--- src/rtl/forwarding_unit.sv ---
// EX-stage operand forwarding selects with saturating
// forwarding-event counters for performance debug.
module forwarding_unit #(
  parameter int REG_W = 5,
  parameter int CNT_W = 16
) (
  input  logic             clk,
  input  logic             rst,
  input  logic             EX_MEM_RegWrite,
  input  logic [REG_W-1:0] EX_MEM_RegisterRd,
  input  logic             MEM_WB_RegWrite,
  input  logic [REG_W-1:0] MEM_WB_RegisterRd,
  input  logic [REG_W-1:0] ID_EX_RegisterRs,
  input  logic [REG_W-1:0] ID_EX_RegisterRt,
  output logic [1:0]       ForwardA,
  output logic [1:0]       ForwardB,
  output logic [CNT_W-1:0] fwd_ex_count,
  output logic [CNT_W-1:0] fwd_mem_count
);

  localparam logic [1:0] SEL_RF  = 2'b00;
  localparam logic [1:0] SEL_MEM = 2'b01;
  localparam logic [1:0] SEL_EX  = 2'b10;

  logic ex_live, mem_live;
  logic ex_a, mem_a, ex_b, mem_b;
  logic ex_hit, mem_hit;

  logic [CNT_W-1:0] fwd_ex_count_d, fwd_ex_count_q;
  logic [CNT_W-1:0] fwd_mem_count_d, fwd_mem_count_q;

  // r0 is hardwired zero, so a write to it never produces a value
  assign ex_live  = EX_MEM_RegWrite && (EX_MEM_RegisterRd != '0);
  assign mem_live = MEM_WB_RegWrite && (MEM_WB_RegisterRd != '0);

  assign ex_a  = ex_live  && (EX_MEM_RegisterRd == ID_EX_RegisterRs);
  assign mem_a = mem_live && (MEM_WB_RegisterRd == ID_EX_RegisterRs);
  assign ex_b  = ex_live  && (EX_MEM_RegisterRd == ID_EX_RegisterRt);
  assign mem_b = mem_live && (MEM_WB_RegisterRd == ID_EX_RegisterRt);

  always_comb begin
    ForwardA = SEL_RF;
    priority case (1'b1)
      ex_a:    ForwardA = SEL_EX;
      mem_a:   ForwardA = SEL_MEM;
      default: ForwardA = SEL_RF;
    endcase
  end

  always_comb begin
    ForwardB = SEL_RF;
    priority case (1'b1)
      ex_b:    ForwardB = SEL_EX;
      mem_b:   ForwardB = SEL_MEM;
      default: ForwardB = SEL_RF;
    endcase
  end

  assign ex_hit  = (ForwardA == SEL_EX)  || (ForwardB == SEL_EX);
  assign mem_hit = (ForwardA == SEL_MEM) || (ForwardB == SEL_MEM);

  always_comb begin
    fwd_ex_count_d  = fwd_ex_count_q;
    fwd_mem_count_d = fwd_mem_count_q;
    if (ex_hit && (fwd_ex_count_q != '1))
      fwd_ex_count_d = fwd_ex_count_q + 1'b1;
    if (mem_hit && (fwd_mem_count_q != '1))
      fwd_mem_count_d = fwd_mem_count_q + 1'b1;
  end

  always_ff @(posedge clk) begin
    if (rst) begin
      fwd_ex_count_q  <= '0;
      fwd_mem_count_q <= '0;
    end else begin
      fwd_ex_count_q  <= fwd_ex_count_d;
      fwd_mem_count_q <= fwd_mem_count_d;
    end
  end

  assign fwd_ex_count  = fwd_ex_count_q;
  assign fwd_mem_count = fwd_mem_count_q;

endmodule

--- config.mk ---
export PLATFORM = sky130hd
export DESIGN_NAME = forwarding_unit
export DESIGN_NICKNAME = d
export VERILOG_FILES = /design/src/rtl/forwarding_unit.sv
export SDC_FILE = /design/constraint.sdc
export NUM_CORES = 1
export LEC_CHECK = 0
export BUFFER_PORTS_ARGS = -buffer_cell sky130_fd_sc_hd__buf_2
export CAP_MARGIN = 10
export CORE_UTILIZATION = 30
export CTS_BUF_LIST = sky130_fd_sc_hd__clkbuf_16
export DETAILED_ROUTE_END_ITERATION = 8
export GPL_TIMING_DRIVEN = 0
export MAX_ROUTING_LAYER = met4
export RECOVER_POWER = 50
export SLEW_MARGIN = 15
export SYNTH_ARGS = -nofsm -noshare
export SYNTH_HDL_FRONTEND = slang
export SYNTH_SLANG_ARGS = --single-unit
--- constraint.sdc ---
create_clock -name clk -period 6.8 [get_ports clk]
set_clock_uncertainty 0.15 [all_clocks]
set_input_delay 0.68 -clock clk [delete_from_list [all_inputs] [get_ports clk]]
set_output_delay 0.68 -clock clk [all_outputs]
set_load 0.05 [all_outputs]
* Word level (Yosys, flattened, before mapping)
Cells that the tools add are included.
Cells by class: eq/ne operators 10, reduce and logical (&&, ||, !) cells 12, add/subtract/negate cells 2, multiplexer cells 4
Operators by type and width (count):
- adder 16 x 1 -> 16 bit (second input constant) | 2
- inequality test 16 bit (second input constant) | 2
- == test 5 bit | 4
- nonzero test 5 bit | 2
- logical AND 1 bit | 8
- == test 2 x 1 -> 1 bit (second input constant) | 2
- == test 2 bit (second input constant) | 2
- two-way mux 2 bit | 2
- logical OR 1 bit | 2
- two-way mux 1 bit | 2
Word-level totals: input port bits 24, logic and storage cells 30, bits in registers 32

* Depth between registers and ports, before layout
depth in word-level cells 8, depth in mapped cells 8

* Least setup slack after synthesis
Ideal clock, no wire load.
kind input port to output port, start input EX_MEM_RegisterRd[1], end output ForwardA[0], arrival 2.140 ns, cell stages on the path 4, path buffers 0, slack 3.830 ns, path through or4_4 > o21ai_4 > nor3_1 > nor2_1
On the way: cells in the longest elaborated chain, start to end 4, elaborated cells between the ends (all ways) 5, classes of those cells 1 x eq/ne; 1 x mux; 3 x reduce/logical
RTL lines:
- from (decl) | line 10 | input logic [REG_W-1:0] EX_MEM_RegisterRd,
- nonzero test 5 bit | line 33 | assign ex_live = EX_MEM_RegWrite && (EX_MEM_RegisterRd != '0);
- logical AND 1 bit | line 33
- logical AND 1 bit * | line 36 | assign ex_a = ex_live && (EX_MEM_RegisterRd == ID_EX_RegisterRs);
- net ex_a | line 26 | logic ex_a, mem_a, ex_b, mem_b;
- two-way mux 2 bit * | line 43 | priority case (1'b1)
- to (decl) | line 15 | output logic [1:0] ForwardA,
The timed path passes the listed nets; every way through them passes the cells marked *.

* Worst setup path after layout
Same ends and word-level chain as after synthesis.

==> summary.txt <==
CTS
  • CTS resizes: 0
  • Clock-pin slew on the worst setup and hold paths: about 50 ps
  • CTS tree: done
  • Hold Buf Count CTS: 0
  • CTS Root Cell: clkbuf_16
  • Maximum root-to-sink buffer count: 2
  • H-Tree Level Count: 2
  • CTS Sinks: 32
  • Setup bufs post-CTS: 0
  • Clk_lat worst skew: around 270 ps
  • CTS Buf Count: 5

Job
  • Max-Cap Viols: 0

STA
  • Relative slew slack: between 30% and 40%
  • Least-Margin Pin Slew: between 900 and 1000 ps
  • FMAX: ~0.31 GHz
  • Slew Viols, Final: 0
  • Final setup TNS: 0 ps
  • RSZ-0062 raised after global routing: no
  • Final setup fails: 0
  • Period Utilization, post-route: between 40% and 50%
  • Period minus WS final: between 3000 and 4000 ps
  • Final Hold Fails: 0
  • Worst hold slack: 365.3 ps

Worst setup path
  • Worst EP arrival: 2400 ps
  • Critical Path Fanout Max: 4
  • Crit path required time: 5970 ps
  • Critical path capture point type: output pin
  • WS Path Type: input port to output pin
  • Reg-to-Reg Start: fwd_mem_count[0]$_SDFFE_PP0P_
  • Startpoint Class: input port
  • Critical Path Start: EX_MEM_RegisterRd[1]

Place
  • Port Buffers: between 50 and 60
  • Area after DPL: around 2300 µm²
  • Final HPWL DP: around 3700 µm
  • Gpl congestion: 0.8710
  • Placed cell count: 363

Floorplan
  • Horiz. Die Dim: 81.81 µm
  • Die ar.: between 6000 and 7000 µm²
  • Core Rows: 28
  • Core ar.: roughly 6000 µm²
  • Chip Height: between 80 and 90 µm
  • Ports: 60
  • Initial Util: about a third

Global routing
  • Initial antenna violation count: 0
  • Global-route wire length before repair: between 7000 and 8000 µm
  • Number of global-route vias before repair: 1716
  • Pin count of the biggest net entering global routing: 11
  • Gr usage total: 15.94%
  • Remaining Overflow, GRT: 0

Synth
  • Yosys reg bits: 32
  • Largest family of logic cells by synthesized area: simple AND/OR/NAND/NOR gates
  • Top post-synthesis cells by area: dfxtp_1, xor2_1, xnor2_1
  • Mapped Area: approximately 1900 µm²
  • Syn Nets: between 200 and 300
  • Yosys cell types: 39
  • Most frequent cell after synthesis: dfxtp_1
  • Seq/Total Area, Yosys: approximately a third
  • Synth Area in XOR/XNOR: 14.21%
  • Synth Area in Simple Gates: between 30 and 40%
  • Mux share of post-synthesis cell area: 4.060%
  • Avg Inst Size Synth: 8.343 µm²
  • Synth Area in Adders: 1.310%
  • Ys flop type: dfxtp_1
  • Post-synth EDFFs: 0
  • Ys async rst share: 0%
  • YS warnings: 0
  • Post-Synthesis Cells: roughly 230
  • Most frequent cells after synthesis: dfxtp_1, nor2_1, nand3_1, xor2_1, xnor2_1
  • Area leader, netlist: dfxtp_1
  • Post-synthesis compound-gate area fraction: 10.61%
  • Top-area cell type share of the netlist area: between 30% and 40%

Detailed routing
  • Initial DRT Pass Iterations: 4
  • Number of DRC markers in iteration 0: approximately 120
  • Routed Antenna Nets: 0
  • Vias: around 1900
  • Vias per inst: between 5 and 6
  • Residual DRC: 0
  • Final wirelength: 4897 µm
  • Avg WL per Cell: between 10 and 15 µm

Hold path
  • Worst Min Path Start: fwd_mem_count[9]$_SDFFE_PP0P_
  • Hold/Removal Path Class: register to register

Layout
  • Final std cells w/o fill: 370
  • Fin nets: 321
  • Layout cells sized above 1: between 10% and 20%
  • Syn-to-layout area delta: 24.43%
  • Post-Layout Inst Area: 2377 µm²
  • N_diodes: 0
  • Fillers: 659

Power
  • Overall power: about 0.44 mW
  • Leakage: 0.8688 nW
  • Power Density: 183.7 nW/µm²
  • Peak supply drop: approximately 0.12 mV

Outcome
  • Status: finished clean
## final timing paths
| kind | endpoint | slack [ps] | depth (start not counted) |
|---|---|---|---|
| max | ForwardA[0] | 3570 | 6 |
| min | fwd_mem_count[9]$_SDFFE_PP0P_ | 370 | 2 |
| max reg2reg | fwd_mem_count[4]$_SDFFE_PP0P_ | 3990 | 7 |
| min reg2reg | fwd_mem_count[9]$_SDFFE_PP0P_ | 370 | 2 |
## layer usage
layer  part of all wire [%]  vias to the layer above  global-route usage (%)
li1                       -                      971                       -
met1                     47                      877                   19.91
met2                     46                       54                   25.29
met3                    5.8                        6                   4.222
met4                   0.86                        0                   4.211
met5                      0                        -                       -
## placed cells by master, fill, tap and decap left out, types with 8 or more instances in the layout
cell / netlist / routed
clkbuf_1: 7 / 39
dfxtp_1: 32 / 32
buf_2: 1 / 28
nor2_1: 22 / 22
nand3_1: 18 / 18
xor2_1: 16 / 16
xnor2_1: 15 / 15
a21oi_1: 13 / 13
or4_1: 10 / 11
nand2_1: 10 / 10
and3_1: 9 / 9
nor2b_1: 9 / 9
nand4_1: 8 / 8
## flip-flops by register name, summed over array words and instances, names as in the netlist
signal	count
fwd_ex_count	16
fwd_mem_count	16
## cell type report
class	count	area (µm²)	share of cell area [%]
buffer	12	61.31	2.579
sequential	32	640.6	26.95
multi-input combinational	185	1194	50.21
timing repair buffer	59	255.2	10.74
tap	75	93.84	3.947
clock inverter	2	7.507	0.3158
clock buffer	5	125.1	5.263
## kinds of logic after synthesis
kind of cell | count (synthesis)
compound gates | 33
xor+xnor | 31
fa+ha+maj | 2
buf+inv | 12
flops | 32
mux | 7
simple gates | 112
## worst max-delay path, cell delays in order
cell	delay [ps]
buf_2	120
or4_1	530
o21ai_0	470
nor3_1	200
nor2_1	140
buf_2	270
## through the flow
step,utilization [%],worst slack (ps)
final,39.45,3572
after global routing,39.45,3403
after CTS,40.37,3918
after detailed placement,38.16,3813
after global placement,38.16,3828
after floorplan,-,3830
## power breakdown
group	leakage (nW)	internal, mW	switching, mW	total, mW
clock	0.0648	0.131	0.0758	0.207
sequential	0.258	0.188	0.000739	0.189
combinational	0.546	0.0163	0.0248	0.0411
No activity file was read; power rests on OpenSTA's default activity.
